--- src/rtl/vram_dma_engine_pkg.sv ---
`default_nettype none
// ============================================================================
// Module      : vram_dma_engine_pkg
// Description : Shared constants and state encoding for the VRAM fill/copy
//               engine.
// Revision    : 1.0 - initial release
// ============================================================================
package vram_dma_engine_pkg;

    localparam int unsigned c_ADDR_W    = 15;
    localparam int unsigned c_DATA_W    = 16;
    localparam int unsigned c_REG_SEL_W = 2;

    localparam logic [c_REG_SEL_W-1:0] c_REG_SRC  = 2'd0;
    localparam logic [c_REG_SEL_W-1:0] c_REG_DST  = 2'd1;
    localparam logic [c_REG_SEL_W-1:0] c_REG_LEN  = 2'd2;
    localparam logic [c_REG_SEL_W-1:0] c_REG_CTRL = 2'd3;

    localparam int unsigned c_CTRL_START = 0;
    localparam int unsigned c_CTRL_COPY  = 1;

    typedef enum logic [2:0] {
        ST_IDLE     = 3'd0,
        ST_RD_ISSUE = 3'd1,
        ST_RD_WAIT  = 3'd2,
        ST_WR       = 3'd3,
        ST_DONE     = 3'd4
    } state_t;

endpackage
`default_nettype wire

--- src/rtl/vram_dma_engine_if.sv ---
`default_nettype none
// ============================================================================
// Module      : vram_dma_engine_if
// Description : CPU register port, RAM mux port and status lines of the
//               VRAM fill/copy engine.
// Revision    : 1.0 - initial release
// ============================================================================
interface vram_dma_engine_if
    import vram_dma_engine_pkg::*;
#(
    parameter int ADDR_W = 15,
    parameter int DATA_W = 16
);
    logic [c_REG_SEL_W-1:0] reg_sel;
    logic [DATA_W-1:0]      reg_wdata;
    logic                   reg_we;
    logic [DATA_W-1:0]      reg_rdata;
    logic                   video_busy;
    logic                   ram_req;
    logic [ADDR_W-1:0]      ram_addr;
    logic [DATA_W-1:0]      ram_wdata;
    logic                   ram_we;
    logic [DATA_W-1:0]      ram_rdata;
    logic                   busy;
    logic                   cpu_hold;
    logic                   done;

    // Engine side
    modport master (
        input  reg_sel, reg_wdata, reg_we, video_busy, ram_rdata,
        output reg_rdata, ram_req, ram_addr, ram_wdata, ram_we,
               busy, cpu_hold, done
    );

    // Platform side (CPU, RAM, video arbiter)
    modport slave (
        output reg_sel, reg_wdata, reg_we, video_busy, ram_rdata,
        input  reg_rdata, ram_req, ram_addr, ram_wdata, ram_we,
               busy, cpu_hold, done
    );

endinterface
`default_nettype wire

--- src/rtl/vram_dma_engine.sv ---
`default_nettype none
// ============================================================================
// Module      : vram_dma_engine
// Description : CPU-programmed block fill/copy engine for the video RAM;
//               yields to video fetches and holds the CPU while active.
// Revision    : 1.0 - initial release
// ============================================================================
module vram_dma_engine
    import vram_dma_engine_pkg::*;
#(
    parameter int ADDR_W = 15,
    parameter int DATA_W = 16
) (
    input  logic              clk,
    input  logic              reset,
    vram_dma_engine_if.master bus
);

    state_t            r_state;
    logic [ADDR_W-1:0] r_src;
    logic [ADDR_W-1:0] r_dst;
    logic [DATA_W-1:0] r_len;
    logic [DATA_W-1:0] r_data;
    logic              r_copy;
    logic              r_busy;
    logic              r_done;

    logic              w_start;
    logic              w_last;

    assign w_start = bus.reg_wdata[c_CTRL_START];
    assign w_last  = (r_len == DATA_W'(1));

    always_ff @(posedge clk) begin
        if (reset) begin
            r_state <= ST_IDLE;
            r_src   <= '0;
            r_dst   <= '0;
            r_len   <= '0;
            r_data  <= '0;
            r_copy  <= 1'b0;
            r_busy  <= 1'b0;
            r_done  <= 1'b0;
        end else begin
            r_done <= 1'b0;
            case (r_state)
                ST_IDLE: begin
                    if (bus.reg_we) begin
                        case (bus.reg_sel)
                            c_REG_SRC: r_src <= bus.reg_wdata[ADDR_W-1:0];
                            c_REG_DST: r_dst <= bus.reg_wdata[ADDR_W-1:0];
                            c_REG_LEN: r_len <= bus.reg_wdata;
                            c_REG_CTRL: begin
                                if (w_start) begin
                                    r_copy <= bus.reg_wdata[c_CTRL_COPY];
                                    // Zero-length transfer completes without ever going busy
                                    if (r_len == '0) begin
                                        r_done  <= 1'b1;
                                        r_state <= ST_DONE;
                                    end else begin
                                        r_busy  <= 1'b1;
                                        r_state <= bus.reg_wdata[c_CTRL_COPY] ? ST_RD_ISSUE : ST_WR;
                                    end
                                end
                            end
                            default: ;
                        endcase
                    end
                end
                ST_RD_ISSUE: begin
                    if (!bus.video_busy) begin
                        r_state <= ST_RD_WAIT;
                    end
                end
                ST_RD_WAIT: begin
                    // Synchronous RAM returns the word addressed in the previous cycle
                    r_data  <= bus.ram_rdata;
                    r_state <= ST_WR;
                end
                ST_WR: begin
                    if (!bus.video_busy) begin
                        r_dst <= r_dst + ADDR_W'(1);
                        if (r_copy) begin
                            r_src <= r_src + ADDR_W'(1);
                        end
                        r_len <= r_len - DATA_W'(1);
                        if (w_last) begin
                            r_busy  <= 1'b0;
                            r_done  <= 1'b1;
                            r_state <= ST_DONE;
                        end else begin
                            r_state <= r_copy ? ST_RD_ISSUE : ST_WR;
                        end
                    end
                end
                ST_DONE: begin
                    r_state <= ST_IDLE;
                end
                default: begin
                    r_state <= ST_IDLE;
                end
            endcase
        end
    end

    // RAM strobes are gated by video_busy in the same cycle so video always wins
    always_comb begin
        bus.ram_req   = 1'b0;
        bus.ram_we    = 1'b0;
        bus.ram_addr  = '0;
        bus.ram_wdata = '0;
        case (r_state)
            ST_RD_ISSUE: begin
                bus.ram_req  = !bus.video_busy;
                bus.ram_addr = r_src;
            end
            ST_WR: begin
                bus.ram_req   = !bus.video_busy;
                bus.ram_we    = !bus.video_busy;
                bus.ram_addr  = r_dst;
                bus.ram_wdata = r_copy ? r_data : DATA_W'(r_src);
            end
            default: ;
        endcase
    end

    always_comb begin
        bus.reg_rdata = '0;
        case (bus.reg_sel)
            c_REG_SRC:  bus.reg_rdata = DATA_W'(r_src);
            c_REG_DST:  bus.reg_rdata = DATA_W'(r_dst);
            c_REG_LEN:  bus.reg_rdata = r_len;
            c_REG_CTRL: bus.reg_rdata = DATA_W'(r_busy);
            default:    bus.reg_rdata = '0;
        endcase
    end

    assign bus.busy     = r_busy;
    assign bus.cpu_hold = r_busy;
    assign bus.done     = r_done;

endmodule
`default_nettype wire

--- src/flat_wrapper.sv ---
// flat-port wrapper written by rule: the top's interface ports become plain ports
module vram_dma_engine_flat import vram_dma_engine_pkg::*;
#(
    parameter int ADDR_W = 15,
    parameter int DATA_W = 16
)
  (clk, reset, bus_reg_sel, bus_reg_wdata, bus_reg_we, bus_video_busy, bus_ram_rdata, bus_reg_rdata, bus_ram_req, bus_ram_addr, bus_ram_wdata, bus_ram_we, bus_busy, bus_cpu_hold, bus_done);
  vram_dma_engine_if #(.ADDR_W(ADDR_W), .DATA_W(DATA_W)) bus_i ();
  input  logic clk;
  input  logic reset;
  input wire logic [$bits(bus_i.reg_sel)-1:0] bus_reg_sel;
  input wire logic [$bits(bus_i.reg_wdata)-1:0] bus_reg_wdata;
  input wire logic [$bits(bus_i.reg_we)-1:0] bus_reg_we;
  input wire logic [$bits(bus_i.video_busy)-1:0] bus_video_busy;
  input wire logic [$bits(bus_i.ram_rdata)-1:0] bus_ram_rdata;
  output wire logic [$bits(bus_i.reg_rdata)-1:0] bus_reg_rdata;
  output wire logic [$bits(bus_i.ram_req)-1:0] bus_ram_req;
  output wire logic [$bits(bus_i.ram_addr)-1:0] bus_ram_addr;
  output wire logic [$bits(bus_i.ram_wdata)-1:0] bus_ram_wdata;
  output wire logic [$bits(bus_i.ram_we)-1:0] bus_ram_we;
  output wire logic [$bits(bus_i.busy)-1:0] bus_busy;
  output wire logic [$bits(bus_i.cpu_hold)-1:0] bus_cpu_hold;
  output wire logic [$bits(bus_i.done)-1:0] bus_done;
  assign bus_i.reg_sel = bus_reg_sel;
  assign bus_i.reg_wdata = bus_reg_wdata;
  assign bus_i.reg_we = bus_reg_we;
  assign bus_i.video_busy = bus_video_busy;
  assign bus_i.ram_rdata = bus_ram_rdata;
  assign bus_reg_rdata = bus_i.reg_rdata;
  assign bus_ram_req = bus_i.ram_req;
  assign bus_ram_addr = bus_i.ram_addr;
  assign bus_ram_wdata = bus_i.ram_wdata;
  assign bus_ram_we = bus_i.ram_we;
  assign bus_busy = bus_i.busy;
  assign bus_cpu_hold = bus_i.cpu_hold;
  assign bus_done = bus_i.done;
  vram_dma_engine #(.ADDR_W(ADDR_W), .DATA_W(DATA_W)) u_core (.clk(clk), .reset(reset), .bus(bus_i));
endmodule
--- config.mk ---
export PLATFORM = sky130hd
export DESIGN_NAME = vram_dma_engine_flat
export DESIGN_NICKNAME = d
export VERILOG_FILES = /design/src/rtl/vram_dma_engine_pkg.sv /design/src/rtl/vram_dma_engine_if.sv /design/src/rtl/vram_dma_engine.sv /design/src/flat_wrapper.sv
export SDC_FILE = /design/constraint.sdc
export NUM_CORES = 1
export LEC_CHECK = 0
export ABC_AREA = 1
export BUFFER_PORTS_ARGS = -buffer_cell sky130_fd_sc_hd__buf_2
export CORE_MARGIN = 3
export CORE_UTILIZATION = 42
export DETAILED_ROUTE_END_ITERATION = 7
export PLACE_DENSITY_LB_ADDON = 0.25
export SETUP_SLACK_MARGIN = 0.1
export SLEW_MARGIN = 20
export SYNTH_ARGS = -nofsm -noshare
export SYNTH_HDL_FRONTEND = slang
export SYNTH_SLANG_ARGS = --single-unit
export TNS_END_PERCENT = 50
--- constraint.sdc ---
create_clock -name clk -period 1.8 [get_ports clk]
set_clock_uncertainty 0.2 [all_clocks]
set_input_delay 0.18 -clock clk [delete_from_list [all_inputs] [get_ports clk]]
set_output_delay 0.18 -clock clk [all_outputs]
set_load 0.02 [all_outputs]
; Word level (Yosys, flattened, before mapping)
; Index checks and enable logic that the tools add are counted.
[classes]
muxes = 43
reduce_logical = 12
eq_ne = 18
addsub = 3
[ops]
columns = op, count
row1 = two-way mux 15 bit, 7
row2 = case mux 15 bit (2 select lines), 3
row3 = two-way mux 16 bit, 5
row4 = case mux 16 bit (4 select lines), 1
row5 = case mux 16 bit (2 select lines), 1
row6 = adder 15 x 1 -> 15 bit (second input constant), 2
row7 = two-way mux 3 bit, 7
row8 = equality test 16 x 1 -> 1 bit (second input constant), 1
row9 = zero test 16 bit, 1
row10 = subtractor 16 x 1 -> 16 bit (second input constant), 1
row11 = two-way mux 1 bit, 14
row12 = != test 2 x 1 -> 1 bit (second input constant), 6
row13 = case mux 3 bit (4 select lines), 1
row14 = AND reduction 4 bit, 3
row15 = != test 2 bit (second input constant), 5
row16 = AND reduction 5 bit, 2
row17 = AND reduction 7 bit, 1
row18 = equality test 3 x 2 -> 1 bit (second input constant), 2
row19 = equality test 2 bit (second input constant), 2
row20 = two-way mux 2 bit, 2
row21 = case mux 1 bit (2 select lines), 2
row22 = equality test 3 x 1 -> 1 bit (second input constant), 1
row23 = zero test 3 bit, 1
row24 = equality test 2 x 1 -> 1 bit (second input constant), 1
row25 = 4 further kinds, 4
[totals]
elab_cells = 84
reg_bits = 68
inputBits = 38

; Logic depth before layout (Yosys ltp)
; Gate-level depths: netlist of the first run.
[depth]
depth_word = 6
mapped_depth = 10
mapped_depth_nobuf = 10

; Worst setup path before layout of the first run
; OpenSTA, ideal clock, no wires.
[synth_timing]
path_kind = reg-to-output
from = register u_core.r_state[0]
to = output port bus_ram_addr[10]
t_arrival_ns = 1.431
path_slack_ns = -0.011
stages_incl_launch_ff = 6
path_cell_list = dfxtp_1 nand3_4 buf_2 buf_2 buf_2 o22ai_1
[synth_between]
elab_chain_cells = 2
[synth_lines]
columns = element, line
row1 = "start, declared", vram_dma_engine.sv:19  ; state_t r_state;
row2 = "start signal, assigned", vram_dma_engine.sv:62  ; r_state <= bus.reg_wdata[c_CTRL_COPY] ? ST_RD_ISSUE : ST_WR;
row3 = "start signal, assigned", vram_dma_engine.sv:92  ; r_state <= r_copy ? ST_RD_ISSUE : ST_WR;
row4 = equality test 3 x 2 -> 1 bit or equality test 3 x 1 -> 1 bit (tied branches), vram_dma_engine.sv:112  ; case (r_state)
row5 = case mux 15 bit (2 select lines) *, vram_dma_engine.sv:112
row6 = "end, declared", flat_wrapper.sv:18  ; output wire logic [$bits(bus_i.ram_addr)-1:0] bus_ram_addr;
; Every way passes the cells marked *; elsewhere a longest branch is shown, timed or not.

; Worst setup path after layout of the first run
[layout_timing]
from = register u_core.r_state[2]
to = output port bus_ram_addr[11]
; The elaborated chain is that of the path after synthesis.

==> summary by stage, run 1 <==
CTS
Clock-pin slew was measured on the worst setup and hold paths at 0.08 ns. TritonCTS built the clock tree. In this run the deepest clock path goes through 2 buffers.

The later pin in the worst-skew pair is clocked with a latency of between 0.3 and 0.4 ns. Clock tree synthesis found a total of 68 sinks. The CTS buffer count is 9.

The maximum level of the CTS H-tree is 3. The cell chosen for the clock root is clkbuf_8.

Synthesis
The most used flip-flop cell after synthesis is dfxtp_1. The flop and latch count out of synthesis is 68. The number of flops mapped to enable cells by yosys is 0. The netlist area before placement is 4541 sq um. After synthesis, the share of flip-flops with an asynchronous set or reset is 0%.

The number of instances in the synthesized netlist is roughly 750. The total nets after synthesis is roughly 790. The portion of the post-synthesis area used by sequential elements is around 30%. For this run, the number of Yosys warnings is 0. A synthesized cell averages a little over 6 sq um. The count of distinct cell types in the synthesized netlist is 35.

Pwr
The static leakage is 3.002 nW. The internal power of the cells totals about 0.0049 W. Registers are responsible for 27.0% of the overall power.

The power density over the cells is around 1300 nW/um^2. Across the VDD grid, the largest voltage drop is 0.6020 mV. In this run, the combinational gates consume a little over half of the power. The clock network is responsible for about a fifth of the overall power. Of the total power, the share spent switching nets is roughly 45%.

Summed over all nets, the switching power comes to 0.003993 W.

Timing
Setup repair after global routing could not meet its margin everywhere. The number of setup violations in the final report is 60. In this run the tightest slew margin relative to its limit is a little under three quarters. The total count of max-transition violations in the final report is 0.

The final cycle utilization of the critical path is 111.2%. The hold violation count in the final report was 0. The worst hold margin is approximately 0.031 ns. The slack of the critical path is -0.2018 ns. After layout, the minimum clock period comes to 2.002 ns. The transition time at the pin with the least slew margin is 0.4289 ns. The highest clock rate is ~500 MHz.

Final layout
The post-layout instance count excluding filler cells is 1049. After routing the design area is about 6700 sq um. The number of antenna diodes in the final layout is 0. In the final layout, the share of cells above drive strength 1 is 28.70%. Relative to the synthesized area, the layout overhead comes to 46.49%.

At the end of the flow, the number of nets in the layout was 952. Counting the fill cells in the layout gives 960.

Routing
The via-per-instance ratio is approximately 5.4. The routed wirelength normalized by instance count is between 15 and 20 um. The antenna violation net count after detailed routing is 0. The final routed wirelength across all metal layers is about 17000 um. The final route contains approximately 5.7k vias. The number of DRC markers in iteration 0 is about 600. The number of iterations in the first detailed-routing pass is 6. The number of remaining DRC errors is 0.

Placed design
Routability-driven placement finished with a final weighted congestion of 0.9634. The number of port buffers is between 80 and 90. The half-perimeter wire length of the detailed placement result is around 12000 um. Once placement finished, the instance area stood at 5458 sq um. The number of placed instances with taps included is between 900 and 1k. The worst slack at placement is -0.01796 ns.

Worst setup path
The data arrival time of the worst path is ~1.6 ns. The maximum net fanout on the critical path is 28. The data required time at the worst endpoint is ~1.4 ns. The critical path is of the flop to primary output type.

The kind of start point of the critical path is a flop. STA classifies the critical path endpoint as a primary output.

Floorplanning
The die covers ~12000 sq um. The die is 110.0 um tall. The row count is 37. The core box area is 10420 sq um. 90 I/O pins were placed. For this configuration, the core starts out at a cell density of between 40% and 50%. Measured along the x axis, the die boundary spans about 110 um.

Global route
The global-route wire length before repair is ~26000 um. For this run the aggregate overflow at the end of global routing stands at 0. The maximum number of pins on one net before global-route repair is 52. The number of antenna violations at the first check in global routing came to 0. The via count of the first global-routing pass is between 5k and 6k. For this run, the total global-route usage over all layers was measured as between 20% and 30%.

Flow run
The number of max-capacitance violations reported is 0.

Run status
The final reports fail on negative setup slack. The flow ran to the end, but the final reports show violations.

Min path
The worst hold path belongs to the class primary input to flop.
path summary, 6_finish.rpt:
check	startpoint	to	slack, ns	cells past startpoint
max reg2reg	u_core.r_state[2]	u_core.r_len[6]	-0.08	11
min	bus_reg_wdata[15]	u_core.r_len[15]	0.03	5
min reg2reg	u_core.r_data[8]	u_core.r_data[8]	0.29	2
max	u_core.r_state[2]	bus_ram_addr[11]	-0.20	5
power by group through the flow:
stage / clock network, W / registers (W) / logic [W]
global placement: 0 / 0.00236 / 0.00360
finish: 0.00173 / 0.00241 / 0.00479
global route: 0.00179 / 0.00247 / 0.00522
detailed placement: 0 / 0.00239 / 0.00366
CTS: 0.00172 / 0.00237 / 0.00420
floorplan: 0 / 0.00231 / 0.00237
repair_timing:
action | CTS | global route
hold buffers | 18 | 0
hold endpoints to repair | 18 | 0
buffers inserted | 12 | 3
gates cloned | 2 | 4
gates resized for setup | 90 | 71
pin swaps | 21 | 23
setup endpoints to repair | 89 | 113
placed cells by master, fill, tap and decap left out, types with 9 or more instances in the layout:
cell,count
a21oi_1,36
buf_6,28
nor2_1,120
nand3_1,43
inv_1,84
buf_4,61
o21ai_1,28
nand2_1,150
o21ai_0,53
buf_2,61
nor2_4,10
o22ai_1,9
nor3_1,14
clkbuf_8,9
dlygate4sd3_1,18
o21ai_2,9
dfxtp_1,59
stage by stage:
step | setup TNS [ns] | total power [W] | util [%]
2_1_floorplan | -0.09957 | 0.004672 | -
3_3_place_gp | 0 | 0.005962 | 52.40
3_5_place_dp | -0.05231 | 0.006045 | 52.40
4_1_cts | -4.097 | 0.008287 | 60.66
5_1_grt | -9.904 | 0.009478 | 63.86
6_report | -5.222 | 0.008928 | 63.86
cells by family after synthesis:
group / after synthesis / share of synthesized area [%]
flops: 68 / 29.98
xor+xnor: 4 / 0.7715
compound gates: 178 / 22.43
simple gates: 369 / 34.44
fa+ha+maj: 5 / 1.378
buf+inv: 124 / 10.99
worst max-delay path, stage by stage (launching register included):
cell and delay (ns):
dfxtp_2 0.34, inv_4 0.07, nand3_4 0.12, buf_4 0.26
o22ai_1 0.26, buf_2 0.21
layout make-up:
type	count	area [sq um]	area share [%]
clock inverters	6	137.6	2.069
well taps	136	170.2	2.558
multi-input cells	558	2978	44.77
repair buffers	179	1489	22.39
clock buffers	9	123.9	1.862
flip-flops and latches	68	1375	20.67
inverters	93	377.9	5.681
state kept, by name, indices dropped and copies added (netlist names):
register / cells
u_core.r_src: 15
u_core.r_copy: 1
u_core.r_dst: 15
u_core.r_state: 3
u_core.r_len: 16
u_core.bus.done: 1
u_core.bus.busy: 1
u_core.r_data: 16
layer usage:
metal  part of all wire, %  global-route usage [%]  vias to the layer above
met2                    47                   45.23                      235
met3                   7.2                   3.669                       20
met4                   1.2                   6.857                        0
met1                    44                   38.81                     2643
met5                     0                       0                        -
li1                      -                       -                     2798
cell usage after synthesis, types with 4 or more instances:
cell,count,area (sq um)
buf_4,5,37.54
o21ai_0,68,340.3
a22oi_1,15,112.6
nor3_1,19,95.09
o221ai_1,14,122.6
dfxtp_1,68,1361
xor2_1,4,35.03
nand2_1,157,589.3
inv_1,87,326.6
clkbuf_1,16,60.06
buf_2,9,45.04
nand3_1,43,215.2
o22ai_1,10,62.56
o21ai_1,21,105.1
ha_1,5,62.56
inv_2,4,15.01
a21oi_1,41,205.2
nor2_1,131,491.7
nand4_1,6,37.54
(Power assumes the default switching activity.)
==> run 2: changes to the inputs <==
==> constraint.sdc (replaced) <==
create_clock -name clk -period 1.8 [get_ports clk]
set_clock_uncertainty 0.2 [all_clocks]
set_input_delay 0.09 -clock clk [delete_from_list [all_inputs] [get_ports clk]]
set_output_delay 0.09 -clock clk [all_outputs]
set_load 0.02 [all_outputs]
==> run 2 against run 1 <==
Effect of this change:
- highest routed layer unchanged
- final cell count is 3.1% higher
- worst hold slack improved by 0.12 ns
- clock-buffer cell count rose by 1
- the run still ends with negative setup slack left
- global-route usage grew 2.9 points
- sequential power is essentially flat
- critical endpoint is now bus_ram_addr[6]
==> summary by stage, run 2 (synthesis gave the netlist of run 1 again) <==
Min path
The cell count of the worst hold path is 5 (unchanged). The worst hold path terminates at u_core.bus.done. The tightest min-delay check is of the primary input to flop type. The worst hold path begins at bus_reg_sel[1].

Timing
Setup repair after global routing could not meet its margin everywhere. The total count of max-transition violations in the final report is 0 (unchanged). The final cycle utilization of the critical path is 109.7% (-1.5 points).

The highest clock rate was 506.3 MHz (+1.4%). The slack of the critical path is -0.1751 ns (+0.02673 ns). The number of setup violations in the final report is 56 (-6.7%). The hold violation count in the final report is 0 (unchanged). The headroom to the max-slew limit is 67.45% (-3.7 points).

The time the final worst path needs with I/O delays and setup was 1.975 ns (-0.02672 ns). The transition time at the pin with the least slew margin was 0.4831 ns (+0.05417 ns).

Pwr
The static leakage is 3.141 nW (+4.6%). The overall power of the completed layout is 0.009379 W (+5.1%). The maximum ir drop on the vdd rail is 0.7249 mV (+20%). The power density over the cells is 1271 nW/um^2 (-5.3%).

Run status
The run finished, with violations left. The final reports fail on negative setup slack.

Routing
The final routed wirelength across all metal layers is 19370 um (+12%). The number of DRC markers in iteration 0 is 461 (-24%). The via-per-instance ratio is 5.653 (+4.1%).

The count of vias placed by the detailed router is 6111 (+7.3%). The antenna violation net count after detailed routing is 0 (unchanged). The number of remaining DRC errors came to 0 (unchanged). The routed wirelength normalized by instance count was 17.92 um (+8.8%). The number of iterations in the first detailed-routing pass is 5 (-1).

CTS
The clock edge transition at the registers on the reported setup and hold paths is 0.08 ns (about the same). The TritonCTS sink count came to 68 (unchanged). The CTS buffer count is 9 (unchanged).

The number of buffers on the longest clock path is 2 (unchanged). The clock network latency to the later pin of the worst-skew pair is 0.37 ns (+0.02 ns). The maximum level of the CTS H-tree is 3 (unchanged).

The clock tree from TritonCTS is done. The tree is rooted in a clkbuf_8.

Floorplanning
The core box area is 10420 sq um (unchanged). The total die area is 12090 sq um (unchanged). The row count is 37 (unchanged).

The number of primary I/O pins is 90 (unchanged). The floorplan die height is 110.0 um (unchanged). The die span in x is 110.0 um (unchanged).

The initial core utilization is 43.59% (unchanged).

Final layout
The post-layout instance count excluding filler cells is 1081 (+3.1%). The area overhead of the layout relative to synthesis is 62.47%. The proportion of layout cells with a drive suffix above 1 came to 35.66% (+7.0 points).

The final net count is 983 (+3.3%). The antenna cell count is 0 (unchanged). In the layout the commonest cells are nand2_1, nor2_1, inv_1, dfxtp_1, buf_2. The layout filler cell count is 824 (-14%). The most frequent standard cell in the layout excluding fill and tap cells is nand2_1.

The utilization after layout is 70.82% (+7.0 points). The largest registers in the layout are u_core.r_data (16), u_core.r_len (16).

Worst setup path
The depth of the worst register-to-register path is 13 (+2). The data arrival time of the worst path is 1.69 ns (+0.07 ns). The endpoint class of the critical path is a primary output. Tracing the worst setup path back leads to its startpoint at u_core.r_state[2]. The critical path is of the flop to primary output type.

In this run the critical register-to-register path is launched from u_core.r_state[2]. The worst register-to-register path ends at u_core.r_dst[11]. The data required time at the worst endpoint came to 1.51 ns (+0.09 ns). The kind of start point of the critical path is a flop. The maximum net fanout on the critical path is 8 (-71%). The worst setup slack for register-to-register paths is -0.09 ns (about the same).

Flow run
The number of max-capacitance violations reported was 0 (unchanged).

Placed design
The number of port buffers is 89 (unchanged). The number of placed instances with taps included is 994 (-0.10%). The half-perimeter wire length of the detailed placement result is 11840 um (-0.65%).

The final estimated routing congestion in global placement is 0.9102 (-5.5%).

Global route
The number of antenna violations at the first check in global routing is 0 (unchanged). The total congestion overflow after global routing is 0 (unchanged). The global routing met2 resource utilization is 50.22% (+5.0 points). The routing usage on met1 is 40.24% (+1.4 points). The busiest layer in global routing is met2.

The met3 usage is 5.067% (+1.4 points). The maximum number of pins on one net before global-route repair was 52 (unchanged). The global-route wire length before repair is 28410 um (+7.2%). The via count of the first global-routing pass is 5588 (+5.3%).

The overall fraction of global-route tracks in use is 30.66% (+2.9 points).
==> run 2: critical path: stages, from the launching register on <==
cell     delay [ns]
dfxtp_2        0.33
inv_2          0.07
buf_4          0.11
buf_6          0.09
buf_6          0.09
nand3_4        0.11
buf_12         0.19
o21ai_4        0.16
buf_6          0.14
==> run 2: where the power goes <==
part           internal, W  switching (W)  total, W
Combinational      0.00224        0.00337   0.00561
Clock             0.000675       0.000681   0.00136
Sequential         0.00194       0.000472   0.00241
Total              0.00485        0.00453   0.00938
==> run 2: per-layer routing <==
metal	wire, um	up-vias
met1	7792	2825
met5	0	-
li1	-	2867
met3	1627	80
met4	786	0
met2	9161	339
==> run 2: repair_timing <==
item | in CTS | in global routing
setup buffers | 19 | 12
endpoints found under the hold margin | 61 | 0
gates cloned | 6 | 2
hold buffers | 36 | 0
setup endpoints to repair | 76 | 104
pin swaps | 21 | 40
gates resized for setup | 170 | 128
==> run 2: cell type report <==
type,instances,area (sq um),area share (%)
clock buffer,10,137.6,1.866
clock inverter,6,63.81,0.8650
inverter,93,386.6,5.241
multi-input combinational,558,3333,45.18
sequential,68,1371,18.59
tap,136,170.2,2.307
timing repair buffer,209,1906,25.83
timing repair inverter,1,8.758,0.1187
==> run 2: worst max path at each step <==
stage                             end  slack (ns)  cells after the start
global placement    u_core.r_state[1]        0.07                      9
global route        bus_ram_wdata[11]       -0.21                      8
detailed placement    u_core.r_src[0]       0.008                      8
floorplan            bus_ram_addr[10]        0.08                      5
CTS                   bus_ram_addr[3]       -0.12                      7
finish                bus_ram_addr[6]       -0.18                      8
==> run 2: through the flow <==
step	worst slack, ns	TNS, ns	cell area (sq um)	hold WS (ns)
3_3_place_gp	0.07028	0	5475	0.1382
6_report	-0.1751	-5.092	7377	0.1496
3_5_place_dp	0.007550	0	5475	0.1439
4_1_cts	-0.1208	-3.211	6923	0.001558
2_1_floorplan	0.07894	0	4541	0.05661
5_1_grt	-0.2082	-9.118	7377	0.1834
==> run 3: changes to the inputs <==
--- a/config.mk
+++ b/config.mk
@@ -7,3 +7,2 @@
 export LEC_CHECK = 0
-export ABC_AREA = 1
 export BUFFER_PORTS_ARGS = -buffer_cell sky130_fd_sc_hd__buf_2
==> constraint.sdc (replaced) <==
create_clock -name clk -period 1.8 [get_ports clk]
set_clock_uncertainty 0.2 [all_clocks]
set_input_delay 0 -clock clk [delete_from_list [all_inputs] [get_ports clk]]
set_output_delay 0 -clock clk [all_outputs]
set_load 0.02 [all_outputs]
==> run 3 against run 2 <==
Effect of this change:
- the flow still finishes with violations (negative setup slack)
- synthesized cell count fell by 17%
- worst hold slack worse by 0.082 ns
- highest routed layer unchanged
- utilization increased by 6.1 points
- largest cell class unchanged
- total power fell by 11%
- critical endpoint is now u_core.r_len[15]
- non-clock buffer count rose by 67
==> summary by stage, run 3 <==
Worst setup path
The data required time at the worst endpoint is 1.89 ns (+0.38 ns). The maximum net fanout on the critical path was 5 (-3). The largest incremental delay on the critical path is 0.61 ns (+0.28 ns). The kind of start point of the critical path is a flop. The cell type of the slowest stage on the worst timing path is or4_4. The data arrival time of the worst path came to 2.21 ns (+0.52 ns). The cell type group with the largest total delay on the critical path is simple AND/OR/NAND/NOR gates. The cell repeated most along the worst path is or4_4.

The category of the critical setup timing path is flop to flop. Walking the worst path, the cells encountered are or4_4 > nor3_4 > nand2_1 > or4_4 > a41oi_2. The worst setup path is captured at a flop. The sum of buffers and inverters on the critical path is 0 (-6).

Global route
The global-route wire length before repair is 29480 um (+3.8%). The via count of the first global-routing pass is 5701 (+2.0%). The overall fraction of global-route tracks in use is 31.80% (+1.1 points). The maximum number of pins on one net before global-route repair came to 19 (-63%). The total congestion overflow after global routing came to 0 (unchanged). The number of antenna violations at the first check in global routing is 0 (unchanged).

Routing
The via-per-instance ratio is 6.523 (+15%). The number of iterations in the first detailed-routing pass is 6 (+1). The final routed wirelength across all metal layers is 22220 um (+15%). The count of vias placed by the detailed router came to 6471 (+5.9%). The routed wirelength normalized by instance count is 22.40 um (+25%). The antenna violation net count after detailed routing came to 0 (unchanged). The number of DRC markers in iteration 0 is 631 (+37%). The number of remaining DRC errors is 0 (unchanged).

Pwr
The maximum ir drop on the vdd rail came to 0.7491 mV (+3.3%). The power density over the cells is 1048 nW/um^2 (-18%). The static leakage is 3.188 nW (+1.5%).

Run status
The checks that failed: negative setup slack. The flow ran to the end, but the final reports show violations.

Timing
The transition time at the pin with the least slew margin is 0.5106 ns (+0.02745 ns). The slack of the critical path is -0.3204 ns (-0.1453 ns). The number of setup violations in the final report is 76 (+36%). The highest clock rate is 471.6 MHz (-6.9%). The hold violation count in the final report was 0 (unchanged).

The final cycle utilization of the critical path is 117.8% (+8.1 points). The time the final worst path needs with I/O delays and setup is 2.120 ns (+0.1453 ns). The final total negative setup slack came to -8.032 ns (-2.940 ns).

The headroom to the max-slew limit is 65.89% (-1.6 points). The total count of max-transition violations in the final report is 0 (unchanged). Setup repair after global routing could not meet its margin everywhere.

CTS
CTS placed an instance of clkbuf_8 at the clock tree root. The number of buffers on the longest clock path is 2 (unchanged). The maximum level of the CTS H-tree is 3 (unchanged). The clock network latency to the later pin of the worst-skew pair was 0.36 ns (about the same). The clock edge transition at the registers on the reported setup and hold paths is 0.08 ns (about the same).

The clock tree from TritonCTS is done. The TritonCTS sink count is 68 (unchanged). The CTS buffer count is 9 (unchanged).

Floorplanning
The total die area was 12010 sq um (-0.70%). The floorplan die height came to 109.6 um (-0.35%). The core box area is 10370 sq um (-0.44%).

The die span in x was 109.6 um (-0.35%). The initial core utilization is 43.46% (-0.13 points). The row count came to 37 (unchanged). The number of primary I/O pins is 90 (unchanged).

Final layout
The most frequent standard cell in the layout excluding fill and tap cells is buf_4. The proportion of layout cells with a drive suffix above 1 is 47.66% (+12 points). Leaving out fill and tap cells, the most frequent cells in the layout are buf_4, nand2_1, buf_6, buf_2, dfxtp_1. In the final layout, the registers with the most flip-flops are u_core.r_data (16), u_core.r_len (16). The antenna cell count is 0 (unchanged). The utilization after layout is 76.95% (+6.1 points). The final net count came to 895 (-9.0%).

The area growth from synthesis to layout is 77.07%.

Synthesis
The netlist area before placement was 4507 sq um (-0.74%). The flop and latch count out of synthesis is 68 (unchanged). The number of instances in the synthesized netlist came to 618 (-17%). The cell type with the largest total area after synthesis is dfxtp_1. The count of distinct cell types in the synthesized netlist was 65 (+86%). The total nets after synthesis is 661 (-16%). Yosys instantiated no cell more often than nand2_1. The proportion of synthesized flip-flops having asynchronous set or reset is 0% (unchanged). Ranked by instance count, the synthesized netlist is headed by nand2_1, dfxtp_1, nor2_1. The most used flip-flop cell after synthesis is dfxtp_1. The portion of the post-synthesis area used by sequential elements was 30.21% (+0.22 points). After synthesis, the cell types taking the most area are dfxtp_1, nand2_1, mux2i_1. The portion of synthesized cell area occupied by the leading cell type is 30.21% (+0.22 points). The post-synthesis average cell area came to 7.293 sq um (+20%). The number of flops mapped to enable cells by yosys was 0 (unchanged). The total number of yosys warnings is 0 (unchanged).

Placed design
The worst slack at placement is -0.3678 ns (-0.3753 ns). The number of port buffers is 89 (unchanged). The half-perimeter wire length of the detailed placement result was 12550 um (+6.0%).

The final estimated routing congestion in global placement is 0.9936 (+9.2%).

Flow run
The number of max-capacitance violations reported is 0 (unchanged).

Min path
The class of the worst hold path is primary input to flop.
[run 3: cell types whose count changed after synthesis, sizes merged, moves of 11 or more]
cell / previous run / this run
inv: 92 / 11
nor2: 136 / 65
nand2: 161 / 102
o21ai: 90 / 54
mux2i: 0 / 31
nand3: 46 / 16
clkbuf: 16 / 43
o221ai: 14 / 0
a21oi: 43 / 54
a22o: 0 / 11
and2: 0 / 11
[run 3: layer usage]
layer | vias up | share of wire (%) | track usage, %
li1 | 2731 | - | -
met1 | 3027 | 36 | 40.59
met2 | 549 | 46 | 50.39
met3 | 164 | 10 | 4.287
met4 | 0 | 7.7 | 20.21
met5 | - | 0 | 0
[run 3: cell type report]
cell class | count | area (sq um)
multi-input cells | 486 | 3695
repair buffers | 276 | 2420
fillers | 644 | 2390
flip-flops and latches | 68 | 1393
well taps | 136 | 170.2
clock buffers | 10 | 148.9
clock inverters | 5 | 107.6
inverters | 11 | 46.29
[run 3: worst paths after layout]
path	start	endpoint	slack, ns	cells after the start
setup / recovery	u_core.r_len[4]	u_core.r_len[15]	-0.32	5
hold / removal	bus_reg_sel[1]	u_core.bus.busy	0.07	5
setup reg to reg	u_core.r_len[4]	u_core.r_len[15]	-0.32	5
hold reg to reg	u_core.r_data[7]	u_core.r_data[7]	0.26	2
[run 3: what timing repair did]
item	in CTS	in global routing
endpoints found under the hold margin	63	0
hold buffers	35	0
gates cloned	4	3
gates resized for setup	145	132
setup buffers	16	19
pin swaps	55	62
endpoints found under the setup margin	83	86
[run 3: power breakdown]
group	switching, W	leakage (nW)	total [W]	internal, W
Sequential	0.000271	0.561	0.00207	0.00180
Combinational	0.00250	2.50	0.00461	0.00211
Clock	0.000680	0.128	0.00168	0.00100
[run 3: logic make-up (layout without fill, tap and decap cells)]
kind of cell | count (synthesis) | after routing | synth area share [%]
simple gates | 253 | 254 | 26.87
fa+ha+maj | 5 | 5 | 1.388
xor+xnor | 1 | 1 | 0.1944
buf+inv | 65 | 302 | 5.802
mux | 33 | 33 | 7.635
compound gates | 193 | 193 | 27.90
flops | 68 | 68 | 30.21
[run 3: per-stage QoR]
stage / power, W / hold slack (ns) / instances / instance area [sq um]
4_1_cts: 0.007236 / 0.009161 / 971 / 7300
5_1_grt: 0.008666 / 0.07901 / 992 / 7980
3_5_place_dp: 0.005172 / 0.04832 / 901 / 5996
6_report: 0.008364 / 0.06753 / 992 / 7980
2_1_floorplan: 0.004059 / -0.1202 / 618 / 4837
3_3_place_gp: 0.005074 / 0.04055 / 901 / 5996
[run 3: worst min-delay path, delay by kind of cell]
family | cells | cell delay [ns]
AND/OR/NAND/NOR | 2 | 0.22
AO/OA/AOI/OAI | 2 | 0.19
buffers and inverters | 1 | 0.17
